`config.mk`:
```
export PLATFORM = sky130hd
export DESIGN_NAME = cat_door_controller
export DESIGN_NICKNAME = d
export VERILOG_FILES = /design/src/rtl/cat_door_controller.sv
export SDC_FILE = /design/constraint.sdc
export NUM_CORES = 1
export LEC_CHECK = 0
export BUFFER_PORTS_ARGS = -buffer_cell sky130_fd_sc_hd__clkbuf_2
export CORE_ASPECT_RATIO = 0.9
export CORE_MARGIN = 2
export CORE_UTILIZATION = 48
export CTS_BUF_LIST = sky130_fd_sc_hd__clkbuf_4 sky130_fd_sc_hd__clkbuf_8
export CTS_CLUSTER_SIZE = 16
export DETAILED_ROUTE_END_ITERATION = 7
export GPL_TIMING_DRIVEN = 0
export PLACE_DENSITY = 0.71
export SKIP_CTS_REPAIR_TIMING = 1
export SLEW_MARGIN = 25
export SYNTH_ARGS = -nofsm -noshare
export SYNTH_HDL_FRONTEND = slang
export SYNTH_SLANG_ARGS = --single-unit
```
`constraint.sdc`:
```
create_clock -name Clk -period 2 [get_ports Clk]
set_input_delay 0.5 -clock Clk [delete_from_list [all_inputs] [get_ports Clk]]
set_output_delay 0.5 -clock Clk [all_outputs]
set_load 0.02 [all_outputs]
```
`src/rtl/cat_door_controller.sv`:
```
// Cat flap controller: debounces presence, samples the IsMyCat verdict once per visit,
// opens the door for admitted cats and keeps saturating admit/reject statistics.
// Optional stranger alarm enabled by defining CAT_DOOR_ALARM_EN.
module cat_door_controller #(
    parameter int SETTLE_CYCLES = 2,
    parameter int OPEN_CYCLES   = 8,
    parameter int CNT_W         = 8,
    parameter int ALARM_THRESH  = 3
) (
    input  logic             Clk,
    input  logic             RstN,
    input  logic             CatPresent,
    input  logic             IsMyCat,
    input  logic             AlarmClr,
    output logic             DoorOpen,
    output logic             Busy,
    output logic [CNT_W-1:0] AdmitCount,
    output logic [CNT_W-1:0] RejectCount,
    output logic             Alarm
);

    localparam int SW = (SETTLE_CYCLES > 1) ? $clog2(SETTLE_CYCLES) : 1;
    localparam int OW = (OPEN_CYCLES > 1) ? $clog2(OPEN_CYCLES) : 1;
    localparam logic [SW-1:0] SETTLE_LAST = SW'(SETTLE_CYCLES - 1);
    localparam logic [OW-1:0] OPEN_LAST   = OW'(OPEN_CYCLES - 1);

    typedef enum logic [1:0] {IDLE, SETTLE, OPEN, WAIT_CLEAR} state_t;

    state_t          state, state_nxt;
    logic [SW-1:0]   settle_cnt, settle_nxt;
    logic [OW-1:0]   open_cnt, open_nxt;
    logic            admit, reject;

    always_ff @(posedge Clk or negedge RstN) begin
        if (!RstN) begin
            state      <= IDLE;
            settle_cnt <= '0;
            open_cnt   <= '0;
            DoorOpen   <= 1'b0;
            Busy       <= 1'b0;
        end else begin
            state      <= state_nxt;
            settle_cnt <= settle_nxt;
            open_cnt   <= open_nxt;
            // Outputs are flopped from the next state so they line up with the state register
            DoorOpen   <= (state_nxt == OPEN);
            Busy       <= (state_nxt != IDLE);
        end
    end

    always_comb begin
        state_nxt  = state;
        settle_nxt = settle_cnt;
        open_nxt   = open_cnt;
        admit      = 1'b0;
        reject     = 1'b0;
        case (state)
            IDLE: begin
                if (CatPresent) begin
                    state_nxt  = SETTLE;
                    settle_nxt = '0;
                end
            end
            SETTLE: begin
                if (!CatPresent) begin
                    state_nxt = IDLE;
                end else if (settle_cnt == SETTLE_LAST) begin
                    if (IsMyCat) begin
                        state_nxt = OPEN;
                        open_nxt  = '0;
                        admit     = 1'b1;
                    end else begin
                        state_nxt = WAIT_CLEAR;
                        reject    = 1'b1;
                    end
                end else begin
                    settle_nxt = settle_cnt + 1'b1;
                end
            end
            OPEN: begin
                if (open_cnt == OPEN_LAST) state_nxt = WAIT_CLEAR;
                else                       open_nxt  = open_cnt + 1'b1;
            end
            WAIT_CLEAR: begin
                if (!CatPresent) state_nxt = IDLE;
            end
            default: state_nxt = IDLE;
        endcase
    end

    always_ff @(posedge Clk or negedge RstN) begin
        if (!RstN) begin
            AdmitCount  <= '0;
            RejectCount <= '0;
        end else begin
            if (admit && (AdmitCount != '1))   AdmitCount  <= AdmitCount + 1'b1;
            if (reject && (RejectCount != '1)) RejectCount <= RejectCount + 1'b1;
        end
    end

`ifdef CAT_DOOR_ALARM_EN
    localparam int AW = $clog2(ALARM_THRESH + 1);
    localparam logic [AW-1:0] ALARM_LAST = AW'(ALARM_THRESH);

    logic [AW-1:0] streak;
    logic          alarm_q;

    // Clear beats a same-edge reject; the streak parks at the threshold once reached
    always_ff @(posedge Clk or negedge RstN) begin
        if (!RstN) begin
            streak  <= '0;
            alarm_q <= 1'b0;
        end else if (AlarmClr) begin
            streak  <= '0;
            alarm_q <= 1'b0;
        end else if (admit) begin
            streak  <= '0;
        end else if (reject && (streak != ALARM_LAST)) begin
            streak <= streak + 1'b1;
            if ((streak + 1'b1) == ALARM_LAST) alarm_q <= 1'b1;
        end
    end

    assign Alarm = alarm_q;
`else
    logic unused_alarm_clr;
    assign unused_alarm_clr = AlarmClr;
    assign Alarm            = 1'b0;
`endif

endmodule

```
==> run_summary.xml <==
<?xml version="1.0" encoding="UTF-8"?>
<metrics>
  <group name="detailed_routing">
    <metric name="vias" unit="">875</metric>
    <metric name="route.met2.wl" unit="µm">941</metric>
    <metric name="totalWireLength" unit="µm">2070</metric>
    <metric name="drt_iter0_drc" unit="">11</metric>
    <metric name="top_signal_layer_used" unit="">met4</metric>
    <metric name="vias_per_cell" unit="">5.50</metric>
    <metric name="detailed_route_wirelength_on_metal3" unit="µm">113</metric>
    <metric name="drc" unit="">0</metric>
    <metric name="detail-route-antenna-nets" unit="">0</metric>
    <metric name="drt-met1-wl" unit="µm">977</metric>
    <metric name="detail_route.wl_per_cell" unit="µm">13.0</metric>
    <metric name="detail_route.first_pass.iterations" unit="">4</metric>
  </group>
  <group name="synthesis">
    <metric name="post_synth.cell_area_avg" unit="µm²">11.2</metric>
    <metric name="synth_top_area_cell" unit="">sky130_fd_sc_hd__dfrtp_1</metric>
    <metric name="ys_ff_latch" unit="">24</metric>
    <metric name="synthesis.area" unit="mm²">0.00119</metric>
    <metric name="synthesis.yosys.warnings" unit="">0</metric>
    <metric name="syn_nets" unit="">115</metric>
    <metric name="netlist.area_leader.share" unit="%">50.4</metric>
    <metric name="ys_async_sr_fraction" unit="%">100</metric>
    <metric name="ys.flop_type" unit="">sky130_fd_sc_hd__dfrtp_1</metric>
    <metric name="post_synth_inst_count" unit="">106</metric>
    <metric name="synth.most_common_cell" unit="">sky130_fd_sc_hd__dfrtp_1</metric>
    <metric name="netlist_top_cells_area" unit="">sky130_fd_sc_hd__dfrtp_1, sky130_fd_sc_hd__nand2_1, sky130_fd_sc_hd__xnor2_1</metric>
    <metric name="synth-seq-area-share" unit="%">50.4</metric>
    <metric name="count_of_flip_flops_with_a_built_in_enable_after_synthesis" unit="">0</metric>
    <metric name="synthDistinctLibCells" unit="">34</metric>
    <metric name="synth.cells.most_frequent" unit="">sky130_fd_sc_hd__dfrtp_1, sky130_fd_sc_hd__nand2_1, sky130_fd_sc_hd__xnor2_1, sky130_fd_sc_hd__nand3_1, sky130_fd_sc_hd__nor2_1</metric>
  </group>
  <group name="worst_setup_path">
    <metric name="regToRegEndpoint" unit="">RejectCount[1]</metric>
    <metric name="slowest_delay" unit="ps">440</metric>
    <metric name="crit_path_start_kind" unit="">flip-flop</metric>
    <metric name="critPathMaxFanout" unit="">6</metric>
    <metric name="path_class" unit="">flip-flop to flip-flop</metric>
    <metric name="rr_startpoint" unit="">RejectCount[0]</metric>
    <metric name="critPathTopFamily" unit="">flip-flops</metric>
    <metric name="critical_path_required" unit="ps">2200</metric>
    <metric name="cpMaxStageDelayCell" unit="">sky130_fd_sc_hd__dfrtp_1</metric>
    <metric name="worstPathBufferInverterCount" unit="">0</metric>
    <metric name="worst_ep_arrival_time" unit="ps">1950</metric>
    <metric name="worst-r2r-setup-slack" unit="ps">250</metric>
    <metric name="count_of_cells_along_the_worst_register_to_register_path" unit="">4</metric>
    <metric name="critPathCaptureType" unit="">flip-flop</metric>
    <metric name="path_cells" unit="">ha_1, and3_1, a211oi_4, mux2_1</metric>
  </group>
  <group name="die">
    <metric name="fp.coreArea" unit="mm²">0.00240</metric>
    <metric name="die-area" unit="mm²">0.00290</metric>
    <metric name="die_width" unit="µm">56.5</metric>
    <metric name="dieHeight" unit="µm">51.3</metric>
    <metric name="io-pin-count" unit="">24</metric>
    <metric name="initial_core_util" unit="%">49.6</metric>
    <metric name="placement_rows" unit="">17</metric>
  </group>
  <group name="sta">
    <metric name="max-slew-margin-rel" unit="%">61.0</metric>
    <metric name="min_period_over_period" unit="%">87.5</metric>
    <metric name="fmax" unit="GHz">0.571</metric>
    <metric name="timing.final.crit_period" unit="ps">1750</metric>
    <metric name="rsz0062_at_grt" unit="">no</metric>
    <metric name="report.final.hold_viol_count" unit="">0</metric>
    <metric name="clock-skew-final" unit="ps">12.1</metric>
    <metric name="finish_stage_setup_viols" unit="">0</metric>
    <metric name="report.final.slew_viol_count" unit="">0</metric>
    <metric name="worst-slew-pin-transition" unit="ps">584</metric>
    <metric name="fin_setup_tns" unit="ps">0</metric>
  </group>
  <group name="global_route">
    <metric name="wire_length_of_the_first_global_routing_pass" unit="µm">3680</metric>
    <metric name="pin_count_of_the_biggest_net_entering_global_routing" unit="">25</metric>
    <metric name="grt_pass1_vias" unit="">810</metric>
    <metric name="antenna_found_initial" unit="">0</metric>
    <metric name="global_route.overflow_total" unit="">0</metric>
    <metric name="groute.usage.overall" unit="%">16.7</metric>
  </group>
  <group name="layout">
    <metric name="post_layout_nonfiller_instances" unit="">159</metric>
    <metric name="syn2layout_area_growth" unit="%">14.8</metric>
    <metric name="layout.filler_cells" unit="">214</metric>
    <metric name="post_route_cells_drive_above_1_share" unit="%">26.0</metric>
    <metric name="antennaDiodeCount" unit="">0</metric>
    <metric name="finalNetCount" unit="">141</metric>
  </group>
  <group name="job">
    <metric name="drv_cap" unit="">0</metric>
  </group>
  <group name="min_path">
    <metric name="worst_hold_path_type" unit="">primary input to asynchronous set/reset pin</metric>
  </group>
  <group name="pwr">
    <metric name="irDropWorstVdd" unit="V">0.000841</metric>
    <metric name="pwr-share-comb" unit="%">31.4</metric>
    <metric name="sequentialPowerShare" unit="%">51.0</metric>
    <metric name="cellPowerDensity" unit="mW/mm²">1060</metric>
    <metric name="leakage" unit="nW">0.667</metric>
    <metric name="sw_frac_of_total" unit="%">36.4</metric>
    <metric name="clkPwrFrac" unit="%">17.6</metric>
    <metric name="power_report.internal_total" unit="µW">925</metric>
    <metric name="power.switching" unit="µW">530</metric>
  </group>
  <group name="clock_tree">
    <metric name="cts-root-buf" unit="">sky130_fd_sc_hd__clkbuf_4</metric>
    <metric name="cts-buffers-inserted" unit="">3</metric>
    <metric name="worstSkewPairLatency" unit="ps">320</metric>
    <metric name="cts_tree" unit="">yes</metric>
    <metric name="cts_htree_levels" unit="">1</metric>
    <metric name="max-clock-path-buffers" unit="">2</metric>
    <metric name="clk_pin_slew" unit="ps">140</metric>
    <metric name="total_number_of_clock_tree_sinks" unit="">24</metric>
  </group>
  <group name="run_status">
    <metric name="status" unit="">finished clean</metric>
  </group>
  <group name="place">
    <metric name="detailedPlacementHpwl" unit="µm">1530</metric>
    <metric name="globalplace.congestion" unit="">0.789</metric>
    <metric name="numPortBuffers" unit="">21</metric>
    <metric name="numPlacedInstances" unit="">155</metric>
  </group>
</metrics>
worst max-delay path by stage:
stage              startpoint              to  slack, ps  depth (start not counted)
6_report       RejectCount[0]  RejectCount[1]        250                          4
4_1_cts        RejectCount[0]  RejectCount[1]        230                          4
5_1_grt        RejectCount[0]  RejectCount[1]        170                          4
3_3_place_gp   RejectCount[0]  RejectCount[1]        310                          4
3_5_place_dp   RejectCount[0]  RejectCount[1]        240                          4
2_1_floorplan  RejectCount[0]  RejectCount[1]        300                          4
layout by cell type (no fill, tap or decap), drive strengths merged, types with 2 or more instances in the layout:
cell type   n
nor2        5
nand4       2
nor4        2
inv         3
ha          4
and4        2
and3        3
and2        2
mux2        7
dfrtp      24
xnor2       6
o21ai       3
nand2      18
a21oi       3
nand3       5
nor3        2
clkbuf     25
xor2        2
registers in the layout, indices dropped and copies added, names as in the netlist:
| register | flops |
|---|---|
| DoorOpen | 1 |
| settle_cnt | 1 |
| RejectCount | 8 |
| state | 2 |
| Busy | 1 |
| AdmitCount | 8 |
| open_cnt | 3 |
metrics by stage:
stage | area [µm²] | power, mW | hold WS (ps) | setup WS [ps] | util (%)
final | 1370 | 1.45 | 149 | 250 | 56.9
after global routing | 1370 | 1.56 | 167 | 169 | 56.9
after CTS | 1370 | 1.47 | 167 | 225 | 56.9
after detailed placement | 1330 | 1.21 | 494 | 244 | 55.4
after global placement | 1330 | 1.18 | 481 | 306 | 55.4
after floorplan | 1190 | 1.06 | 204 | 301 | -
logic make-up (layout without fill, tap and decap cells):
group | count (synthesis) | after routing | share of synthesized area [%]
buffers and inverters | 4 | 29 | 1.57
xor gates and xnor gates | 8 | 8 | 5.88
AOI/OAI and AO/OA | 11 | 11 | 7.97
and+or+nand+nor | 46 | 46 | 21.9
DFF | 24 | 24 | 50.4
other | 1 | 1 | 0.314
adders and majority gates | 4 | 4 | 4.20
muxes | 8 | 8 | 7.76
layout make-up:
cell class                      instances  area, µm²  share of cell area (%)
Inverter                                3       11.3                   0.823
Tap cell                               28       35.0                    2.56
Buffer                                  1       7.51                   0.548
Sequential cell                        24        601                    43.9
Timing Repair Buffer                   21        105                    7.68
Multi-Input combinational cell         78        573                    41.9
Clock buffer                            4       36.3                    2.65
per-layer routing:
metal	GRT usage, %	vias up
met1	21.5	432
met4	7.14	0
met5	0	-
met2	26.2	20
met3	5.32	4
li1	-	419
power by group through the flow:
stage	clock (mW)	sequential [mW]	combinational (mW)
6_report	0.256	0.741	0.457
5_1_grt	0.289	0.762	0.512
4_1_cts	0.267	0.741	0.464
3_5_place_dp	0	0.752	0.461
3_3_place_gp	0	0.738	0.446
2_1_floorplan	0	0.808	0.247
No activity file was read; power rests on OpenSTA's default activity.
